$ cat src/rtl/p2s_sched_pkg.sv
// Shared types and constants for the p2s channel scheduler.
package p2s_sched_pkg;

    typedef enum logic [2:0] {
        S_IDLE      = 3'd0,
        S_START     = 3'd1,
        S_WAIT_BUSY = 3'd2,
        S_WAIT_DONE = 3'd3,
        S_ACK       = 3'd4
    } state_t;

    localparam logic ID_SEG = 1'b0;
    localparam logic ID_LED = 1'b1;

endpackage

$ cat src/rtl/rr_arb2.sv
// Two-way round-robin arbiter; the last-grant state is held by the caller.
module rr_arb2
    import p2s_sched_pkg::*;
(
    input  logic [1:0] req,
    input  logic       last_id,
    output logic       gnt_valid,
    output logic       gnt_id
);

    always_comb begin
        gnt_valid = |req;
        gnt_id    = ID_SEG;
        // On a tie the requester that did not win last time goes next
        if (req == 2'b11) begin
            gnt_id = ~last_id;
        end else if (req[ID_LED]) begin
            gnt_id = ID_LED;
        end
    end

endmodule

$ cat src/rtl/p2s_sched.sv
// Shares one parallel-to-serial shifter between the seven-segment and LED
// requesters: grants, launches the shift, tracks EN and acknowledges.
module p2s_sched
    import p2s_sched_pkg::*;
#(
    parameter int unsigned DATA_BITS  = 64,
    parameter int unsigned START_WAIT = 4
) (
    input  logic                 clk,
    input  logic                 rst,
    input  logic                 seg_req,
    input  logic [DATA_BITS-1:0] seg_data,
    output logic                 seg_ack,
    input  logic                 led_req,
    input  logic [DATA_BITS-1:0] led_data,
    output logic                 led_ack,
    output logic                 p2s_start,
    output logic [DATA_BITS-1:0] p2s_pdata,
    input  logic                 p2s_en,
    output logic                 busy,
    output logic                 grant_id,
    output logic                 err
);

    localparam int unsigned CNT_W = $clog2(START_WAIT + 1);

    state_t               state, state_n;
    logic [CNT_W-1:0]     cnt, cnt_n;
    logic [DATA_BITS-1:0] pdata_n;
    logic                 gid_n;
    logic                 err_n;
    logic                 start_n;
    logic                 busy_n;
    logic                 seg_ack_n;
    logic                 led_ack_n;
    logic                 gnt_valid;
    logic                 gnt_id;

    rr_arb2 u_arb (
        .req       ({led_req, seg_req}),
        .last_id   (grant_id),
        .gnt_valid (gnt_valid),
        .gnt_id    (gnt_id)
    );

    // Next-state and next-output logic; every output is registered from here
    always_comb begin
        state_n = state;
        cnt_n   = cnt;
        pdata_n = p2s_pdata;
        gid_n   = grant_id;
        err_n   = 1'b0;

        case (state)
            S_IDLE: begin
                // p2s_en=1 also keeps us off a shifter still busy after a reset
                if (p2s_en && gnt_valid) begin
                    state_n = S_START;
                    gid_n   = gnt_id;
                    pdata_n = (gnt_id == ID_LED) ? led_data : seg_data;
                end
            end
            S_START: begin
                state_n = S_WAIT_BUSY;
                cnt_n   = '0;
            end
            S_WAIT_BUSY: begin
                if (cnt == CNT_W'(START_WAIT)) begin
                    state_n = S_ACK;
                end else if (!p2s_en) begin
                    state_n = S_WAIT_DONE;
                end else begin
                    cnt_n = cnt + CNT_W'(1);
                    // err shows in the last WAIT_BUSY cycle, ack follows in ACK
                    if (cnt == CNT_W'(START_WAIT - 1)) begin
                        err_n = 1'b1;
                    end
                end
            end
            S_WAIT_DONE: begin
                if (p2s_en) begin
                    state_n = S_ACK;
                end
            end
            S_ACK: begin
                state_n = S_IDLE;
            end
            default: begin
                state_n = S_IDLE;
            end
        endcase

        start_n   = (state_n == S_START);
        busy_n    = (state_n != S_IDLE);
        seg_ack_n = (state_n == S_ACK) && (gid_n == ID_SEG);
        led_ack_n = (state_n == S_ACK) && (gid_n == ID_LED);
    end

    always_ff @(posedge clk) begin
        if (rst) begin
            state     <= S_IDLE;
            cnt       <= '0;
            p2s_pdata <= '0;
            grant_id  <= ID_LED;
            p2s_start <= 1'b0;
            busy      <= 1'b0;
            err       <= 1'b0;
            seg_ack   <= 1'b0;
            led_ack   <= 1'b0;
        end else begin
            state     <= state_n;
            cnt       <= cnt_n;
            p2s_pdata <= pdata_n;
            grant_id  <= gid_n;
            p2s_start <= start_n;
            busy      <= busy_n;
            err       <= err_n;
            seg_ack   <= seg_ack_n;
            led_ack   <= led_ack_n;
        end
    end

endmodule

$ cat config.mk
export PLATFORM = sky130hd
export DESIGN_NAME = p2s_sched
export DESIGN_NICKNAME = d
export VERILOG_FILES = /design/src/rtl/p2s_sched_pkg.sv /design/src/rtl/rr_arb2.sv /design/src/rtl/p2s_sched.sv
export SDC_FILE = /design/constraint.sdc
export NUM_CORES = 1
export LEC_CHECK = 0
export BUFFER_PORTS_ARGS = -buffer_cell sky130_fd_sc_hd__buf_2
export CAP_MARGIN = 20
export CELL_PAD_IN_SITES_DETAIL_PLACEMENT = 0
export CELL_PAD_IN_SITES_GLOBAL_PLACEMENT = 2
export CORE_MARGIN = 3
export CORE_UTILIZATION = 23
export CTS_BUF_LIST = sky130_fd_sc_hd__clkbuf_8
export DETAILED_ROUTE_END_ITERATION = 12
export PLACE_DENSITY_LB_ADDON = 0.2
export SLEW_MARGIN = 20
export SYNTH_ARGS = -nofsm -noshare
export SYNTH_HDL_FRONTEND = slang
export SYNTH_SLANG_ARGS = --single-unit
$ cat constraint.sdc
create_clock -name clk -period 2.1 [get_ports clk]
set_clock_uncertainty 0.1 [all_clocks]
set_input_delay 0.42 -clock clk [delete_from_list [all_inputs] [get_ports clk]]
set_output_delay 0.42 -clock clk [all_outputs]
set_load 0.005 [all_outputs]
; Yosys cells after proc, flatten, opt, wreduce, memory -nomap -nowiden
; Index checks and enable logic that the tools add are counted.
[word_totals]
ff_bits = 76
[classes]
add_sub_neg = 1
eq_ne = 10
muxes = 14
bitwise_logic = 4
reduce_logical = 10
[ops]
columns = operator, n
row1 = 2-to-1 mux 64 bit, 1
row2 = 2-to-1 mux 3 bit, 6
row3 = one-hot mux 3 bit (4 select lines), 1
row4 = "== test 3 x 2 -> 1 bit, second input constant", 3
row5 = "== test 3 x 1 -> 1 bit, second input constant", 2
row6 = "== test 3 bit, second input constant", 2
row7 = one-hot mux 3 bit (2 select lines), 1
row8 = 2-to-1 mux 1 bit, 5
row9 = "!= test 2 bit, second input constant", 2
row10 = NOT 1 bit, 4
row11 = OR reduction 4 bit, 1
row12 = "adder 3 x 1 -> 3 bit, second input constant", 1
row13 = logical AND 1 bit, 3
row14 = logical NOT 3 bit, 1
row15 = AND reduction 3 bit, 1
row16 = nonzero test 3 bit, 1
row17 = "== test 2 bit, second input constant", 1
row18 = AND reduction 2 bit, 1
row19 = nonzero test 2 bit, 1
row20 = OR reduction 2 bit, 1

; Longest topological paths before layout
[depth]
ltp_word = 6
mapped_depth = 6

; By module
; Synthesis repeated with hierarchy kept, for this count alone.
[unflattened]
cells_unflattened = 358
area_unflattened_um2 = 3678.5
[modules_own_cells]
columns = module, n_inst, cells_per_inst, area_per_inst_um2, seq_area_each_um2
row1 = p2s_sched, 1, 356, 3664.8, 1521.5
row2 = rr_arb2, 1, 2, 13.8, 0.0

; Worst setup path after synthesis
; OpenSTA, ideal clock, no wires.
[synth_path]
kind = flip-flop to flip-flop
startpoint = register state[2]
endpoint = register p2s_pdata[0]
arrival_ns = 1.379
path_slack_ns = 0.488
stages_incl_launch_ff = 7
n_path_buf = 3
cell_sequence = dfxtp_1 buf_2 nor4b_4 and2_1 buf_2 buf_2 a311oi_1
[synth_between]
elab_chain_len = 2
[synth_lines]
columns = element, line_no
row1 = start: declaration, p2s_sched.sv:27  ; state_t state, state_n;
row2 = start signal: assignment, p2s_sched.sv:111  ; state <= state_n;
row3 = logical NOT 3 bit, p2s_sched.sv:54  ; case (state)
row4 = AND reduction 2 bit (no source line), -
row5 = end signal: assignment, p2s_sched.sv:113  ; p2s_pdata <= pdata_n;
row6 = end: declaration, p2s_sched.sv:18  ; output logic [DATA_BITS-1:0] p2s_pdata,
; No other way between the ends.
; A chain may end at the register's enable or synchronous reset.

; Worst setup path after layout
[layout_path]
startpoint = register state[2]
endpoint = register p2s_pdata[15]
; Same word-level chain as after synthesis.

==> impl_metrics.py <==
metrics = {
    "logic_synthesis": {
        "synth_cells": 426,
        "yosys_warnings": 0,
        "synth-main-ff-cell": "dfxtp_1",
        "synth-edff-count": 0,
        "synth_cell_types": 31,
        "syn-num-nets": 562,
        "syn_area_per_cell_um2": 8.071,
        "synth_area_um2": 3438,
        "synth-seq-cells": 76,
        "async_flop_share_pct": 0,
        "ys_seq_area_share_pct": 44.25,
    },
    "floorplan": {
        "fp.dieW_um": 128.3,
        "dieArea_um2": 16450,
        "rows": 44,
        "die_y_um": 128.3,
        "start_util_pct": 23.57,
        "num_io_pins": 203,
        "coreArea_um2": 14590,
    },
    "route": {
        "wl_per_cell_um": 16.57,
        "first_iter_violations": 175,
        "num_vias": 3856,
        "drc": 0,
        "routed_wl_um": 13130,
        "drt_pass1_iterations": 5,
        "final_antenna_net_count": 0,
        "via_per_inst": 4.869,
    },
    "worst_setup_path": {
        "path_cells": "nor4b_4, buf_4, a21oi_1, a311oi_1",
        "path_depth": 4,
        "path_class": "flip-flop to flip-flop",
        "path_max_fanout": 31,
        "path_delay_family": "flip-flops",
        "regToRegStartpoint": "state[2]",
        "cpMaxStageDelayCell": "dfxtp_1",
        "reg2reg_to": "p2s_pdata[15]",
        "path_buf_inv": 1,
        "arrival_ns": 1.95,
        "cp.required_ns": 2.27,
        "cp-end-kind": "flip-flop",
        "startpoint": "state[2]",
        "slowest_delay_ns": 0.41,
        "r2r_setup_slack_ns": 0.32,
        "worst_setup_path_start_kind": "flip-flop",
        "endpoint": "p2s_pdata[15]",
        "r2r_cells": 4,
    },
    "global_routing": {
        "overflow": 0,
        "grt_pass1_wl_um": 20400,
        "grt_usage_pct": 15.69,
        "grt_max_degree": 74,
        "antenna_found_initial": 0,
        "grt_pass1_vias": 3898,
    },
    "placed_design": {
        "place_congestion": 0.6989,
        "io_buffers": 202,
        "dp.cells": 777,
        "hpwl_um": 8625,
    },
    "layout": {
        "fillCellCount": 1585,
        "multiInputGateArea_um2": 1688,
        "stdcell_count": 792,
        "final_common_cell": "buf_2",
        "finalNetCount": 740,
        "register_area_um2": 1521,
        "drive_gt1_share_pct": 38.32,
        "n_antenna_cell": 0,
        "synthToLayoutAreaGrowth_pct": 39.19,
        "final_cell_mix": "202 x buf_2, 135 x nand2_1, 76 x dfxtp_1",
    },
    "flow_run": {
        "drv_cap": 0,
    },
    "clocking": {
        "cts.sink_count": 76,
        "cts_root_buf": "clkbuf_8",
        "postCtsHoldBufs": 0,
        "h-tree-depth": 3,
        "cts_buffer_depth": 2,
        "clock_latency_ns": 0.36,
        "cts_tree": "built",
        "clkSlewWorstSetupHoldPaths_ns": 0.08,
        "postCtsSetupBuffers": 0,
        "cts_resized": 0,
        "cts_made_buffers": 9,
    },
    "sta": {
        "maxSlewHeadroom_pct": 53.11,
        "period_minus_slack_ns": 1.779,
        "rsz0062_at_grt": "false",
        "finalHoldViolations": 0,
        "post-route-period-util_pct": 84.72,
        "worstMarginPinSlew_ns": 0.6935,
        "max_freq_mhz": 562.1,
        "setup_viol": 0,
        "tns_ns": 0,
        "maxSlewViolCount": 0,
    },
    "power_and_ir_drop": {
        "p_leak_nw": 2.223,
        "peakVddDrop_v": 0.0003582,
        "powerDensity_nw_per_um2": 745.6,
    },
    "hold_path": {
        "hold_path_depth": 3,
        "holdCritPathClass": "input port to flip-flop",
    },
    "status": {
        "status": "complete, no violations",
    },
}
[per-stage QoR]
stage | area [um2] | utilization, % | hold slack [ns] | power [W] | setup slack (ns)
6_report | 4786 | 32.80 | 0.2173 | 0.003568 | 0.3208
5_1_grt | 4786 | 32.80 | 0.1876 | 0.003785 | 0.1046
4_1_cts | 4786 | 32.80 | 0.1803 | 0.003654 | 0.3276
3_5_place_dp | 4598 | 31.52 | 0.3971 | 0.002527 | 0.2664
3_3_place_gp | 4598 | 31.52 | 0.3828 | 0.002516 | 0.3304
2_1_floorplan | 3438 | - | 0.3689 | 0.002128 | 0.4877
[cells in the mapped netlist, drive strengths merged, types with 2 or more instances]
cell | number | area (um2)
nand3b | 2 | 15.01
nand2 | 135 | 506.7
buf | 20 | 125.1
ha | 3 | 37.54
clkbuf | 25 | 93.84
a21oi | 66 | 330.3
nor2 | 4 | 15.01
nand2b | 4 | 25.02
a311oi | 64 | 560.5
dfxtp | 76 | 1521
nand3 | 2 | 10.01
nor4b | 2 | 32.53
mux2i | 3 | 30.03
inv | 6 | 22.52
a21bo | 2 | 20.02
[logic make-up (layout without fill, tap and decap cells)]
logic type | after synthesis | in the layout | share of synthesized area, %
adder cells (fa/ha/maj) | 3 | 3 | 1.092
buffers and inverters | 51 | 233 | 7.023
AO/OA/AOI/OAI | 138 | 138 | 28.02
multiplexers | 3 | 3 | 0.8734
flip-flops | 76 | 76 | 44.25
AND/OR/NAND/NOR | 155 | 155 | 18.74
[worst min path at each step]
| stage | startpoint | slack, ns | end |
|---|---|---|---|
| after CTS | seg_data[53] | 0.18 | p2s_pdata[53] |
| after global placement | cnt[0] | 0.38 | cnt[0] |
| after floorplan | cnt[1] | 0.37 | cnt[1] |
| after global routing | seg_data[52] | 0.19 | p2s_pdata[52] |
| after detailed placement | cnt[0] | 0.40 | cnt[0] |
| final | seg_data[53] | 0.22 | p2s_pdata[53] |
[state kept, by name, summed over array words and instances, names as in the netlist]
signal,cells
busy,1
led_ack,1
p2s_pdata,64
err,1
state,3
seg_ack,1
grant_id,1
p2s_start,1
cnt,3
[final cells by class]
class / count / share of cell area, %
clock buffer: 13 / 3.739
inverter: 6 / 0.4706
sequential: 76 / 31.79
clock inverter: 2 / 0.1830
timing repair buffer: 212 / 23.74
multi-input combinational: 299 / 35.27
tap: 184 / 4.810
[where the power goes]
group          total, W  leakage (nW)  switching [W]  internal (W)
combinational  0.000822          1.49       0.000449      0.000373
sequential      0.00166         0.627      0.0000782       0.00158
clock           0.00109         0.103       0.000542      0.000547
total           0.00357          2.22        0.00107       0.00250
[layer usage]
| layer | vias to the layer above | GRT usage (%) | share of wire (%) |
|---|---|---|---|
| li1 | 1879 | - | - |
| met1 | 1850 | 18.15 | 41 |
| met2 | 118 | 26.69 | 50 |
| met3 | 9 | 6.500 | 7.8 |
| met4 | 0 | 4.182 | 1.3 |
| met5 | - | 0 | 0 |
[tightest hold or removal path, cell delays in order]
cell,delay [ns]
buf_2,0.10
nand2_1,0.04
a311oi_1,0.07
Note: power is estimated with default switching activity, not from simulation.
